[config.mk]
export PLATFORM = sky130hd
export DESIGN_NAME = vscale_dmem_arbiter
export DESIGN_NICKNAME = d
export VERILOG_FILES = /design/src/rtl/vscale_dmem_arbiter.sv
export SDC_FILE = /design/constraint.sdc
export NUM_CORES = 1
export LEC_CHECK = 0
export ABC_AREA = 0
export CELL_PAD_IN_SITES_DETAIL_PLACEMENT = 1
export CELL_PAD_IN_SITES_GLOBAL_PLACEMENT = 2
export CORE_MARGIN = 3
export CORE_UTILIZATION = 12
export DETAILED_ROUTE_END_ITERATION = 6
export HOLD_SLACK_MARGIN = 0.1
export PLACE_DENSITY = 0.92
export SETUP_SLACK_MARGIN = 0.5
export SLEW_MARGIN = 10
export SYNTH_ARGS = -nofsm -noshare
export SYNTH_HDL_FRONTEND = slang
export SYNTH_SLANG_ARGS = --single-unit
[constraint.sdc]
create_clock -name clk -period 3.4 [get_ports clk]
set_input_delay 0.34 -clock clk [delete_from_list [all_inputs] [get_ports clk]]
set_output_delay 0.34 -clock clk [all_outputs]
set_load 0.005 [all_outputs]
[src/rtl/vscale_dmem_arbiter.sv]
// vscale_dmem_arbiter: round-robin sharing of one two-phase data-memory port
// among NUM_CORES vscale pipelines. Address and data phases overlap so
// back-to-back grants sustain one access per cycle.
//
// Ports
//   clk, reset          : clock, synchronous active-high reset
//   core_dmem_*         : per-core dmem ports (slice i belongs to core i)
//   core_dmem_wait      : per-core stall (lost arbitration or data phase stalled)
//   core_dmem_rdata     : memory read data broadcast to all cores
//   core_dmem_badmem_e  : bad-access flag routed to the data-phase owner
//   mem_*               : shared memory port
//   grant_id            : core granted this cycle (rr_ptr when idle)

`ifndef MEM_TYPE_WIDTH
`define MEM_TYPE_WIDTH 3
`endif
`ifndef XPR_LEN
`define XPR_LEN 32
`endif

module vscale_dmem_arbiter #(
    parameter int unsigned NUM_CORES      = 4,
    parameter int unsigned CORE_IDX_WIDTH = 2
) (
    input  logic                                   clk,
    input  logic                                   reset,
    input  logic [NUM_CORES-1:0]                   core_dmem_en,
    input  logic [NUM_CORES-1:0]                   core_dmem_wen,
    input  logic [NUM_CORES*`MEM_TYPE_WIDTH-1:0]   core_dmem_size,
    input  logic [NUM_CORES*`XPR_LEN-1:0]          core_dmem_addr,
    input  logic [NUM_CORES*`XPR_LEN-1:0]          core_dmem_wdata,
    output logic [NUM_CORES-1:0]                   core_dmem_wait,
    output logic [`XPR_LEN-1:0]                    core_dmem_rdata,
    output logic [NUM_CORES-1:0]                   core_dmem_badmem_e,
    output logic                                   mem_en,
    output logic                                   mem_wen,
    output logic [`MEM_TYPE_WIDTH-1:0]             mem_size,
    output logic [`XPR_LEN-1:0]                    mem_addr,
    output logic [`XPR_LEN-1:0]                    mem_wdata,
    input  logic                                   mem_wait,
    input  logic [`XPR_LEN-1:0]                    mem_rdata,
    input  logic                                   mem_badmem_e,
    output logic [CORE_IDX_WIDTH-1:0]              grant_id
);

    localparam int unsigned MW = `MEM_TYPE_WIDTH;
    localparam int unsigned XW = `XPR_LEN;
    localparam logic [CORE_IDX_WIDTH-1:0] LAST_IDX = CORE_IDX_WIDTH'(NUM_CORES - 1);

    logic [CORE_IDX_WIDTH-1:0] rr_ptr;
    logic                      dph_valid;
    logic [CORE_IDX_WIDTH-1:0] dph_owner;

    logic                      grant_any;
    logic [CORE_IDX_WIDTH-1:0] grant_idx;
    logic [CORE_IDX_WIDTH-1:0] cand;
    logic [CORE_IDX_WIDTH-1:0] rr_next;

    logic [MW-1:0] size_arr  [NUM_CORES];
    logic [XW-1:0] addr_arr  [NUM_CORES];
    logic [XW-1:0] wdata_arr [NUM_CORES];

    // Unpack per-core slices for indexed selection.
    for (genvar i = 0; i < NUM_CORES; i++) begin : g_unpack
        assign size_arr[i]  = core_dmem_size[i*MW +: MW];
        assign addr_arr[i]  = core_dmem_addr[i*XW +: XW];
        assign wdata_arr[i] = core_dmem_wdata[i*XW +: XW];
    end

    // Round-robin scan starting at rr_ptr, wrapping at NUM_CORES.
    always_comb begin
        grant_any = 1'b0;
        grant_idx = rr_ptr;
        cand      = '0;
        for (int unsigned k = 0; k < NUM_CORES; k++) begin
            cand = CORE_IDX_WIDTH'((32'(rr_ptr) + k) % NUM_CORES);
            if (!mem_wait && !grant_any && core_dmem_en[cand]) begin
                grant_any = 1'b1;
                grant_idx = cand;
            end
        end
        rr_next = (grant_idx == LAST_IDX) ? '0 : grant_idx + CORE_IDX_WIDTH'(1);
    end

    // Arbiter state; everything holds while memory stalls.
    always_ff @(posedge clk) begin
        if (reset) begin
            rr_ptr    <= '0;
            dph_valid <= 1'b0;
            dph_owner <= '0;
        end else if (!mem_wait) begin
            dph_valid <= grant_any;
            dph_owner <= grant_idx;
            if (grant_any) begin
                rr_ptr <= rr_next;
            end
        end
    end

    // Address-phase mux, data-phase routing and per-core stalls.
    always_comb begin
        mem_en             = 1'b0;
        mem_wen            = 1'b0;
        grant_id           = '0;
        mem_wdata          = '0;
        core_dmem_wait     = '0;
        core_dmem_badmem_e = '0;
        mem_size           = size_arr[grant_idx];
        mem_addr           = addr_arr[grant_idx];
        if (!reset) begin
            mem_en   = grant_any;
            mem_wen  = grant_any & core_dmem_wen[grant_idx];
            grant_id = grant_idx;
            if (dph_valid) begin
                mem_wdata = wdata_arr[dph_owner];
            end
            for (int unsigned i = 0; i < NUM_CORES; i++) begin
                core_dmem_wait[i] =
                    (core_dmem_en[i] & ~(grant_any & (grant_idx == CORE_IDX_WIDTH'(i)))) |
                    (dph_valid & (dph_owner == CORE_IDX_WIDTH'(i)) & mem_wait);
                core_dmem_badmem_e[i] =
                    dph_valid & (dph_owner == CORE_IDX_WIDTH'(i)) & mem_badmem_e;
            end
        end
    end

    assign core_dmem_rdata = mem_rdata;

    // A stalled requester must hold its address-phase signals.
    for (genvar i = 0; i < NUM_CORES; i++) begin : g_hold
        a_hold : assert property (@(posedge clk) disable iff (reset)
            (core_dmem_wait[i] && core_dmem_en[i]) |=>
            (core_dmem_en[i] && $stable(core_dmem_wen[i]) &&
             $stable(size_arr[i]) && $stable(addr_arr[i])));
    end

endmodule

Yosys cells after proc, flatten, opt, wreduce, memory -nomap -nowiden
Index checks and enable logic that the tools add are counted.
- output and inout port bits: 111
- memories kept: 0
- register bits after elaboration: 5
- bits in writable memories: 0
- memory bits (read-only): 0
- word-level logic and storage cells: 100
- bits in latches: 0
- input port bits: 312
- $add $sub $neg: 4
- bitwise gates (word level): 32
- shift operators: 0
- div/mod/pow operators: 0
- multiply operators: 0
- eq/ne operators: 6
- reduce and logical (&&, ||, !) cells: 14
- multiplexer cells: 34
- magnitude comparators: 7
- operators by type and width (operator ; count):
    two-way mux 32 bit ; 6
    binary-select mux 32 bit (select 2 bit) ; 2
    AND 1 bit ; 21
    less-than comparator 2 x 3 -> 1 bit, second input constant ; 5
    two-way mux 1 bit ; 11
    binary-select mux 1 bit (select 2 bit) ; 5
    two-way mux 2 bit ; 5
    == test 2 bit, second input constant ; 4
    two-way mux 4 bit ; 2
    logical AND 1 bit ; 7
    binary-select mux 3 bit (select 2 bit) ; 1
    >= comparator 3 bit, second input constant ; 2
    two-way mux 3 bit ; 2
    inverter 2 -> 3 bit ; 2
    inverter 1 bit ; 5
    adder 2 x 1 -> 2 bit, second input constant ; 2
    adder 2 bit, second input constant ; 2
    == test 2 x 1 -> 1 bit, second input constant ; 2
    logical NOT 1 bit ; 4
    logical NOT 2 bit ; 2
    bitwise OR 1 bit ; 4
    AND reduction 2 bit ; 1

Logic depth before layout (Yosys ltp)
Gate-level depths: netlist of run 1.
- depth in word-level cells: 22
- depth in mapped cells: 10

Worst setup path before layout of run 1
OpenSTA, ideal clock, no wires.
- kind: input port to output port
- from: in core_dmem_en[3]
- to: out mem_addr[10]
- stages: 8
- arrival time: 1.867 ns
- required time: 3.060 ns
- slack: 1.193 ns
- cell sequence: buf_2 nor2_1 or4_4 a41oi_2 a211o_4 buf_12 buf_12 mux2i_1
- word-level cells in the longest chain between the ends: 20
- elaborated cells on any way between the ends: 28
- those cells by class: mux: 17; bitwise: 1; reduce/logical: 10
- ends and longest elaborated chain (what ; line ; source):
    start, declared ; 27 ; input logic [NUM_CORES-1:0] core_dmem_en,
    binary-select mux 1 bit (select 2 bit) ; 77 ; if (!mem_wait && !grant_any && core_dmem_en[cand]) begin
    two-way mux 1 bit (not written as such) ; 77 ;
    logical AND 1 bit ; 77 ;
    two-way mux 1 bit ; 77 ;
    logical NOT 1 bit ; 77 ;
    logical AND 1 bit (2 in a row) ; 77 ;
    two-way mux 1 bit ; 77 ;
    logical NOT 1 bit ; 77 ;
    logical AND 1 bit (2 in a row) ; 77 ;
    two-way mux 1 bit ; 77 ;
    logical NOT 1 bit ; 77 ;
    logical AND 1 bit (2 in a row) ; 77 ;
    two-way mux 2 bit * ; 77 ;
    inverter 2 -> 3 bit (not written as such) * ; 109 ; mem_addr = addr_arr[grant_idx];
    binary-select mux 32 bit (select 2 bit) * ; 109 ;
    two-way mux 32 bit (not written as such) * (2 in a row) ; 109 ;
    end, declared ; 38 ; output logic [`XPR_LEN-1:0] mem_addr,
Every way passes the cells marked *; elsewhere a longest branch is shown, timed or not. The select of a mux whose other input is x is not followed.

Worst setup path in the final report of run 1
- from: in core_dmem_en[0]
- to: out mem_addr[2]
The elaborated chain is that of the path after synthesis.

==> results of run 1 <==
[cells in the final DEF, fill, tap and decap left out, types with 3 or more instances in the layout]
| master | count |
|---|---|
| nor2b_2 | 3 |
| buf_12 | 6 |
| mux2i_2 | 6 |
| dlymetal6s2s_1 | 3 |
| inv_1 | 5 |
| clkdlybuf4s50_1 | 316 |
| buf_4 | 57 |
| and2_1 | 32 |
| mux4_2 | 32 |
| nor2_1 | 11 |
| buf_2 | 4 |
| buf_6 | 6 |
| nand2_1 | 10 |
| dlygate4sd2_1 | 30 |
| nor3_1 | 6 |
| mux2i_1 | 99 |
| clkbuf_16 | 3 |
| dfxtp_2 | 3 |
| a211oi_1 | 3 |
| a21oi_1 | 5 |
[where the power goes]
group	internal (mW)	switching, mW
combinational	0.956	0.556
clock	0.156	0.0425
sequential	0.0673	0.0286
total	1.18	0.627
[per-stage QoR]
stage	hold slack, ns	utilization
2_1_floorplan	0.481	-
3_3_place_gp	0.487	0.277
3_5_place_dp	0.500	0.277
4_1_cts	0.513	0.290
5_1_grt	0.528	0.292
6_report	0.509	0.292
[worst max-delay path by stage]
stage,endpoint,slack (ns)
2_1_floorplan,mem_addr[10],1.19
3_3_place_gp,mem_addr[22],-0.08
3_5_place_dp,mem_addr[22],-0.1
4_1_cts,core_dmem_wait[3],0.43
5_1_grt,mem_addr[2],0.41
6_report,mem_addr[2],0.47
[worst max-delay path, delay by kind of cell]
family                 cells  cell delay [ns]
AND/OR/NAND/NOR            1             0.21
multiplexers               1             0.19
buffers and inverters      5             0.94
AO/OA/AOI/OAI              3             0.91
[cell families (layout without fill, tap and decap cells)]
kind of cell,Yosys count,in the layout
AOI/OAI and AO/OA,32,33
buffers and inverters,70,436
DFF,5,5
and+or+nand+nor,79,79
xor gates and xnor gates,1,1
muxes,139,139
[synthesized netlist by cell type (all sizes together), types with 3 or more instances]
| master | count | share of area |
|---|---|---|
| inv | 7 | 0.0084 |
| nand2 | 10 | 0.012 |
| o21ai | 4 | 0.0064 |
| mux2i | 107 | 0.34 |
| mux4 | 32 | 0.23 |
| a21oi | 6 | 0.0096 |
| buf | 53 | 0.14 |
| nor2 | 13 | 0.016 |
| nor3 | 7 | 0.011 |
| a211oi | 3 | 0.0072 |
| and2 | 32 | 0.064 |
| nor2b | 5 | 0.011 |
| dfxtp | 5 | 0.032 |
| clkbuf | 10 | 0.012 |
[layout make-up]
type | instances | area, sq um
Fill cell | 2953 | 18000
Sequential cell | 5 | 108
Inverter | 7 | 33.8
Tap cell | 330 | 413
Timing Repair Buffer | 425 | 4130
Clock buffer | 4 | 78.8
Multi-Input combinational cell | 252 | 2650
[flip-flops by register name, summed over array words and instances (netlist names)]
| signal | cells |
|---|---|
| rr_ptr | 2 |
| dph_valid | 1 |
| dph_owner | 2 |
[per-layer routing]
layer  vias to the layer above  global-route usage  share of wire
met2                       225               0.252           0.55
met4                         0              0.0135         0.0068
met3                        15              0.0406          0.092
li1                       1935                   -              -
met1                      1896               0.126           0.35
met5                         -                   0              0
[timing repair]
| action | 4_1_cts | 5_1_grt |
|---|---|---|
| resized for setup | 79 | 10 |
| hold endpoints to repair | 0 | 0 |
| setup buffers | 23 | 3 |
| setup endpoints to repair | 42 | 38 |
| gates cloned | 1 | 0 |
| pin swaps | 6 | 4 |
==> results.cfg, run 1 <==
[cells_and_area]
layout-drive-gt1-share = 0.209
syn_to_final_growth_pct = 137
finalNonFillerCells = 1023
diodes = 0
fin_nets = 1006
final_cell_area_sq_mm = 0.00742

[critical_path]
crit_start = core_dmem_en[0]
crit_fanout = 8
critPathCaptureType = output pin
worstPathArrival_ns = 2.59
r2r_end = rr_ptr[1]$_SDFFE_PP0P_
reg2reg_slack_ns = 1.34
cpMostUsedCell = buf_4
cp.required_ns = 3.06
cp-start-kind = primary input
worstReg2RegStart = rr_ptr[1]$_SDFFE_PP0P_
path_class = primary input to output pin
rr_worst_depth = 7
path_cells = clkdlybuf4s15_2 -> nor2b_2 -> a31oi_2 -> a41oi_4 -> a211o_4 -> buf_4 -> buf_6 -> buf_4 -> mux2i_1 -> dlygate4sd2_1
max_stage_delay_ns = 0.44
slowest_stage = a211o_4

[floorplanning]
fp.dieH_um = 167
dieArea_sq_mm = 0.0280
initial_utilization = 0.123
dieWidth_um = 167
core_area_sq_mm = 0.0254
rows = 58
io-pin-count = 423

[pwr]
fin_total_pwr_mw = 1.81
p_leak_nw = 3.07
power_per_cell_area_mw_per_mm2 = 244
ir_drop_mv = 0.112

[sta]
relSlewSlack = 0.351
finalCriticalPeriod_ns = 2.93
setup_viol = 0
post-route-period-util = 0.863
rsz0062_at_grt = true
hold_viol = 0
fmax_mhz = 341
worst-slew-pin-transition_ns = 0.973
drv_slew = 0
finalWorstSetupSlack_ns = 0.467
worst_clock_skew_ns = 0.00388
tns_ns = 0

[drt]
firstDrtPassIters = 4
via_count = 4071
ant_nets = 0
wl_per_cell_um = 18.3
drc = 0
drt_iter0_drc = 71
wl_um = 18700
viasPerCell = 3.98

[outcome]
status = completed

[synthesis]
avgSynthCellArea_sq_um = 9.59
synth-seq-cells = 5
synth_edf_count = 0
syn-cell-area_sq_mm = 0.00313
synthAdderAreaFrac = 0
synth_compound_area_frac = 0.0888
yosysUniqueCellTypes = 48
synthArstFlopShare = 0
postSynthCellCount = 326
yosys.area_share.simple = 0.146
yosys-mux-area-fraction = 0.573
synthXorXnorAreaFrac = 0.00280
yosysSeqAreaShare = 0.0320
synth_top_family_by_area = multiplexers
synth_fp_nets = 638
synthFlopType = dfxtp_1
yosysWarnings = 0

[placement]
dp_cells = 992
port_buffers = 358
gp_congestion = 0.759
dp_hpwl_um = 15800
placed_cell_area_sq_mm = 0.00703
pre_cts_slack_ns = -0.0978

[cts]
numCtsBuffers = 3
cts_max_level = 1
ctsHoldBuffers = 0
clock-root-buffer = clkbuf_16
clk_pin_slew_ns = 0.03
clkLatencyLatePin_ns = 0.23
cts_sinks = 5
cts_tree = done
max-clock-path-buffers = 2

[global_route]
grt_pass1_wl_um = 27000
grt_pass1_vias = 4617
track_usage = 0.124
gr-total-overflow = 0
grt_max_degree = 39
antenna_found_initial = 0

[hold_path]
min_path_cells = 2
hold_start = dph_owner[0]$_SDFFE_PP0N_
min_to = dph_owner[0]$_SDFFE_PP0N_
min_path_type = register to register

[flow_run]
max_cap_violations = 0
Power figures use the tool's default switching activity.
==> run 2, diff against run 1 <==
--- a/config.mk
+++ b/config.mk
@@ -5,14 +5,15 @@
 export SDC_FILE = /design/constraint.sdc
 export NUM_CORES = 1
 export LEC_CHECK = 0
-export ABC_AREA = 0
+export ABC_AREA = 1
 export CELL_PAD_IN_SITES_DETAIL_PLACEMENT = 1
 export CELL_PAD_IN_SITES_GLOBAL_PLACEMENT = 2
 export CORE_MARGIN = 3
-export CORE_UTILIZATION = 12
+export CORE_UTILIZATION = 10
+export CTS_CLUSTER_SIZE = 28
 export DETAILED_ROUTE_END_ITERATION = 6
 export HOLD_SLACK_MARGIN = 0.1
-export PLACE_DENSITY = 0.92
+export PLACE_DENSITY = 0.93
 export SETUP_SLACK_MARGIN = 0.5
 export SLEW_MARGIN = 10
 export SYNTH_ARGS = -nofsm -noshare
==> run 2 against run 1 <==
Clock skew shrank 0.0025 ns. Critical path type is now register to output pin. Critical path depth grew 4. Register-to-register slack gained 0.05 ns. Largest cell class unchanged. Design area shrank 0.83%. Fmax shrank 2.7%. Setup slack lost 0.080 ns.
==> results.cfg, run 2 <==
[global_route]
grt_max_degree = 36
antenna_found_initial = 0
grt_pass1_wl_um = 31100
track_usage = 0.128
gr-total-overflow = 0
grt_pass1_vias = 5456

[cts]
clk_pin_slew_ns = 0.03
cts_tree = done
max-clock-path-buffers = 2
cts_sinks = 5
clkLatencyLatePin_ns = 0.23
clock-root-buffer = clkbuf_16
ctsHoldBuffers = 0
cts_max_level = 1
numCtsBuffers = 3

[synthesis]
yosys-top-cells-area = a22oi_1, nand2_1, nand3_1
yosys.area_share.simple = 0.526
synthAdderAreaFrac = 0
synth.most_common_cell = nand2_1
yosysWarnings = 0
synth_fp_nets = 786
synth_compound_area_frac = 0.243
synthArstFlopShare = 0
synth_top_family_by_area = simple AND/OR/NAND/NOR gates
postSynthCellCount = 474
synth-seq-cells = 5
synth_common_cells = nand2_1, nand3_1, a22oi_1
synthXorXnorAreaFrac = 0
synth_top_area_share = 0.166
synth_edf_count = 0
avgSynthCellArea_sq_um = 6.11
synthFlopType = dfxtp_1
syn-cell-area_sq_mm = 0.00290
synth_top_area_cell = a22oi_1
yosysUniqueCellTypes = 29
yosys-mux-area-fraction = 0
yosysSeqAreaShare = 0.0345

[sta]
finalWorstSetupSlack_ns = 0.386
worst-slew-pin-transition_ns = 0.545
relSlewSlack = 0.636
worst_clock_skew_ns = 0.00143
tns_ns = 0
rsz0062_at_grt = true
finalCriticalPeriod_ns = 3.01
fmax_mhz = 332
drv_slew = 0
hold_viol = 0
post-route-period-util = 0.886
setup_viol = 0

[critical_path]
worstPathArrival_ns = 2.67
critPathCaptureType = output pin
cp-start-kind = register
cp.required_ns = 3.06
worstReg2RegStart = rr_ptr[0]$_SDFFE_PP0P_
path_class = register to output pin
crit_fanout = 29
crit_start = rr_ptr[0]$_SDFFE_PP0P_

[drt]
drt_iter0_drc = 109
ant_nets = 0
drc = 0
viasPerCell = 4.24
via_count = 5088
wl_um = 22200
firstDrtPassIters = 4
wl_per_cell_um = 18.5

[placement]
dp_hpwl_um = 16900
pre_cts_slack_ns = 0.142
port_buffers = 358
gp_congestion = 0.751

[pwr]
fin_total_pwr_mw = 5.72
p_leak_nw = 2.95
power_per_cell_area_mw_per_mm2 = 778
ir_drop_mv = 0.417

[floorplanning]
dieArea_sq_mm = 0.0311
initial_utilization = 0.103
core_area_sq_mm = 0.0282
dieWidth_um = 176
io-pin-count = 423
fp.dieH_um = 176
rows = 61

[cells_and_area]
diodes = 0
postLayoutCoreUtil = 0.261
top_regs = dph_owner x2, rr_ptr x2, dph_valid x1
syn_to_final_growth_pct = 154
layout-drive-gt1-share = 0.159
final_common_cell = clkdlybuf4s50_1
fin_nets = 1135
final_cell_mix = clkdlybuf4s50_1, nand2_1, a22oi_1

[flow_run]
max_cap_violations = 0

[hold_path]
hold_start = dph_owner[0]$_SDFFE_PP0N_
min_path_type = register to register

[outcome]
status = completed
## run 2: changes by cell type in the layout (fill, tap and decap cells not counted), sizes merged, moves of 17 or more
cell | before | now
a21oi | 6 | 40
a22oi | 0 | 64
and2 | 32 | 0
buf | 73 | 56
mux2i | 107 | 0
mux4 | 32 | 0
nand2 | 10 | 125
nand3 | 1 | 91
nand4 | 1 | 40
## run 2: routing by layer
layer,global-route usage,part of all wire,vias up
met5,0,0,-
met4,0.0363,0.027,0
met3,0.0355,0.079,40
met2,0.249,0.52,249
met1,0.132,0.37,2408
li1,-,-,2391
## run 2: cells by family after synthesis
kind of cell / Yosys count
AND/OR/NAND/NOR: 270
AO/OA/AOI/OAI: 108
buffers and inverters: 91
flip-flops: 5
## run 2: critical path, stage by stage (launching register included)
cell,delay (ns)
dfxtp_4,0.39
buf_6,0.15
nand2_4,0.06
nand3_1,0.09
nand2_2,0.09
nand3_2,0.09
nand2_4,0.12
buf_6,0.11
nand4_4,0.15
nand2_8,0.16
buf_12,0.12
buf_16,0.17
nand3_1,0.11
nand4_1,0.10
clkdlybuf4s50_1,0.50
## run 2: what timing repair did
action / CTS / global route
pin swaps: 6 / 10
endpoints found under the setup margin: 41 / 39
gates resized for setup: 42 / 49
gates cloned: 4 / 2
buffers inserted: 20 / 12
## run 2: layout make-up
cell class | count | area [sq um]
timing repair inverter | 1 | 6.26
tap | 378 | 473
clock buffer | 4 | 78.8
multi-input combinational | 378 | 2290
fill | 3363 | 20800
inverter | 19 | 91.3
timing repair buffer | 415 | 4300
sequential | 5 | 108
## run 2: through the flow
step | instances | area (sq um) | hold WS [ns]
floorplan | 474 | 2900 | 0.574
global placement | 1158 | 6680 | 0.642
detailed placement | 1158 | 6680 | 0.667
CTS | 1186 | 7100 | 0.665
global route | 1200 | 7360 | 0.680
finish | 1200 | 7360 | 0.652
## run 2: path summary, 6_finish.rpt
kind,endpoint,slack [ns],cells past startpoint
worst max-delay path,mem_addr[8],0.39,14
worst min-delay path,dph_owner[0]$_SDFFE_PP0N_,0.65,2
worst max register to register,rr_ptr[1]$_SDFFE_PP0P_,1.39,16
worst min register to register,dph_owner[0]$_SDFFE_PP0N_,0.65,2
## run 2: where the power goes
group	internal (mW)	switching, mW	total (mW)
registers	0.0856	0.0541	0.140
logic	2.73	2.66	5.39
clock network	0.155	0.0362	0.191
==> run 3, diff against run 2 <==
--- a/config.mk
+++ b/config.mk
@@ -12,6 +12,7 @@
 export CORE_UTILIZATION = 10
 export CTS_CLUSTER_SIZE = 28
 export DETAILED_ROUTE_END_ITERATION = 6
+export GPL_TIMING_DRIVEN = 0
 export HOLD_SLACK_MARGIN = 0.1
 export PLACE_DENSITY = 0.93
 export SETUP_SLACK_MARGIN = 0.5
==> run 3 against run 2 <==
Fmax rose by 0.94%. Die area did not move. Final cell count rose by 7.2%. Worst hold slack got worse by 0.097 ns. Non-clock buffer count rose by 86. Sequential power fell by 14%. Critical path type unchanged. Critical endpoint is now mem_addr[12].
==> results.cfg, run 3 (synthesized netlist as in run 2, its figures left out) <==
[pwr]
p_comb_frac = 0.950
internal_power_mw = 3.16
p_leak_nw = 3.27
p_sw_mw = 3.02
ir_drop_mv = 0.379
power_per_cell_area_mw_per_mm2 = 778
p_sw_frac = 0.489
power_frac_seq = 0.019
clkPwrFrac = 0.031

[sta]
tns_ns = 0
relSlewSlack = 0.626
rsz0062_at_grt = true
post-route-period-util = 0.878
worst-slew-pin-transition_ns = 0.560
hold_viol = 0
fmax_mhz = 335
worst_clock_skew_ns = 0.000166
drv_slew = 0
finalWorstSetupSlack_ns = 0.414
finalCriticalPeriod_ns = 2.99
setup_viol = 0
whs_ns = 0.555

[placement]
port_buffers = 388
gp_congestion = 0.810
pre_cts_slack_ns = 0.00420
dp_hpwl_um = 20300
placed_cell_area_sq_mm = 0.00725

[cts]
cts_max_level = 1
max-clock-path-buffers = 2
cts_tree = done
clk_pin_slew_ns = 0.03
cts_sinks = 5
clkLatencyLatePin_ns = 0.22
clock-root-buffer = clkbuf_16
numCtsBuffers = 3

[cells_and_area]
final_common_cell = clkdlybuf4s50_1
fillCellCount = 3378
final_cell_mix = clkdlybuf4s50_1, nand2_1, a22oi_1
fin_nets = 1221
final_cell_area_sq_mm = 0.00795
top_regs = dph_owner x2, rr_ptr x2, dph_valid x1
diodes = 0
syn_to_final_growth_pct = 174
layout-drive-gt1-share = 0.219

[critical_path]
path_class = register to output pin
max_stage_delay_ns = 0.34
path_buf_inv = 8
cp.required_ns = 3.06
reg2reg_slack_ns = 1.27
worstReg2RegStart = rr_ptr[0]$_SDFFE_PP0P_
cp.depth = 19
cp-start-kind = register
path_cells = buf_8 -> clkinv_8 -> nand2_1 -> nand2_2 -> nand2_2 -> nand2_4 -> nand4_1 -> buf_4 -> nand3_2 -> nand3_4 -> nand2_8 -> buf_12 -> nor2_8 -> buf_6 -> buf_8 -> buf_4 -> nand2_1 -> nand4_1 -> dlygate4sd2_1
crit_fanout = 8
slowest_stage = dfxtp_2
worstPathArrival_ns = 2.65
r2r_end = rr_ptr[1]$_SDFFE_PP0P_
critPathCaptureType = output pin
cpLargestDelayFamily = buffers and inverters
rr_worst_depth = 17

[drt]
firstDrtPassIters = 4
via_count = 5507
ant_nets = 0
viasPerCell = 4.28
wl_um = 24600
wl_per_cell_um = 19.2
drt_iter0_drc = 131
drc = 0

[global_route]
grt_pass1_vias = 5958
grt_max_degree = 11
track_usage = 0.141
grt_pass1_wl_um = 34100
gr-total-overflow = 0
antenna_found_initial = 0

[floorplanning]
io-pin-count = 423
initial_utilization = 0.103
dieArea_sq_mm = 0.0311
rows = 61
dieWidth_um = 176
core_area_sq_mm = 0.0282
fp.dieH_um = 176

[hold_path]
min_path_type = primary input to register
hold_start = mem_wait
min_to = dph_owner[1]$_SDFFE_PP0N_
min_path_cells = 3

[flow_run]
max_cap_violations = 0

[outcome]
status = completed
## run 3: power by group through the flow
stage | combinational, mW | sequential, mW | clock (mW)
floorplan | 2.32 | 0.0991 | 0
global placement | 4.88 | 0.110 | 0
detailed placement | 4.89 | 0.111 | 0
CTS | 5.51 | 0.118 | 0.194
global route | 6.32 | 0.122 | 0.200
finish | 5.87 | 0.120 | 0.191
## run 3: what timing repair did
| item | 4_1_cts | 5_1_grt |
|---|---|---|
| setup buffers | 18 | 19 |
| resized for setup | 85 | 102 |
| pin swaps | 9 | 11 |
| hold buffers | 0 | 0 |
| gates cloned | 4 | 1 |
| setup endpoints to repair | 50 | 55 |
## run 3: through the flow
stage	power [mW]	util	cells
4_1_cts	5.82	0.273	1266
2_1_floorplan	2.42	-	474
6_report	6.18	0.282	1286
3_3_place_gp	4.99	0.258	1240
3_5_place_dp	5.00	0.258	1240
5_1_grt	6.64	0.282	1286
## run 3: metal layers
| layer | share of wire | vias to the layer above | track usage |
|---|---|---|---|
| li1 | - | 2568 | - |
| met3 | 0.079 | 45 | 0.0353 |
| met2 | 0.52 | 282 | 0.269 |
| met1 | 0.37 | 2612 | 0.148 |
| met5 | 0 | - | 0 |
| met4 | 0.038 | 0 | 0.0548 |
## run 3: how the worst max path moves through the flow
stage                                       from                end  slack (ns)
final                     rr_ptr[0]$_SDFFE_PP0P_       mem_addr[12]        0.41
after global routing      rr_ptr[0]$_SDFFE_PP0P_  core_dmem_wait[3]        0.23
after detailed placement         core_dmem_en[1]        mem_addr[2]       0.004
after CTS                 rr_ptr[0]$_SDFFE_PP0P_       mem_addr[13]        0.35
after global placement           core_dmem_en[3]        mem_addr[2]        0.03
after floorplan                         mem_wait       mem_addr[10]        1.35
## run 3: final cells by class
class                      instances  area, sq um  share of cell area
timing repair buffer             429         4260               0.536
multi-input combinational        378         2300               0.290
buffer                            72          638              0.0803
tap                              378          473              0.0595
sequential                         5          103              0.0129
inverter                          19         88.8              0.0112
clock buffer                       4         78.8             0.00992
timing repair inverter             1         6.26            0.000787
## run 3: worst min-delay path, cell delays in order
cell and delay [ns]:
buf_2 0.25, o21ai_1 0.12, inv_1 0.04
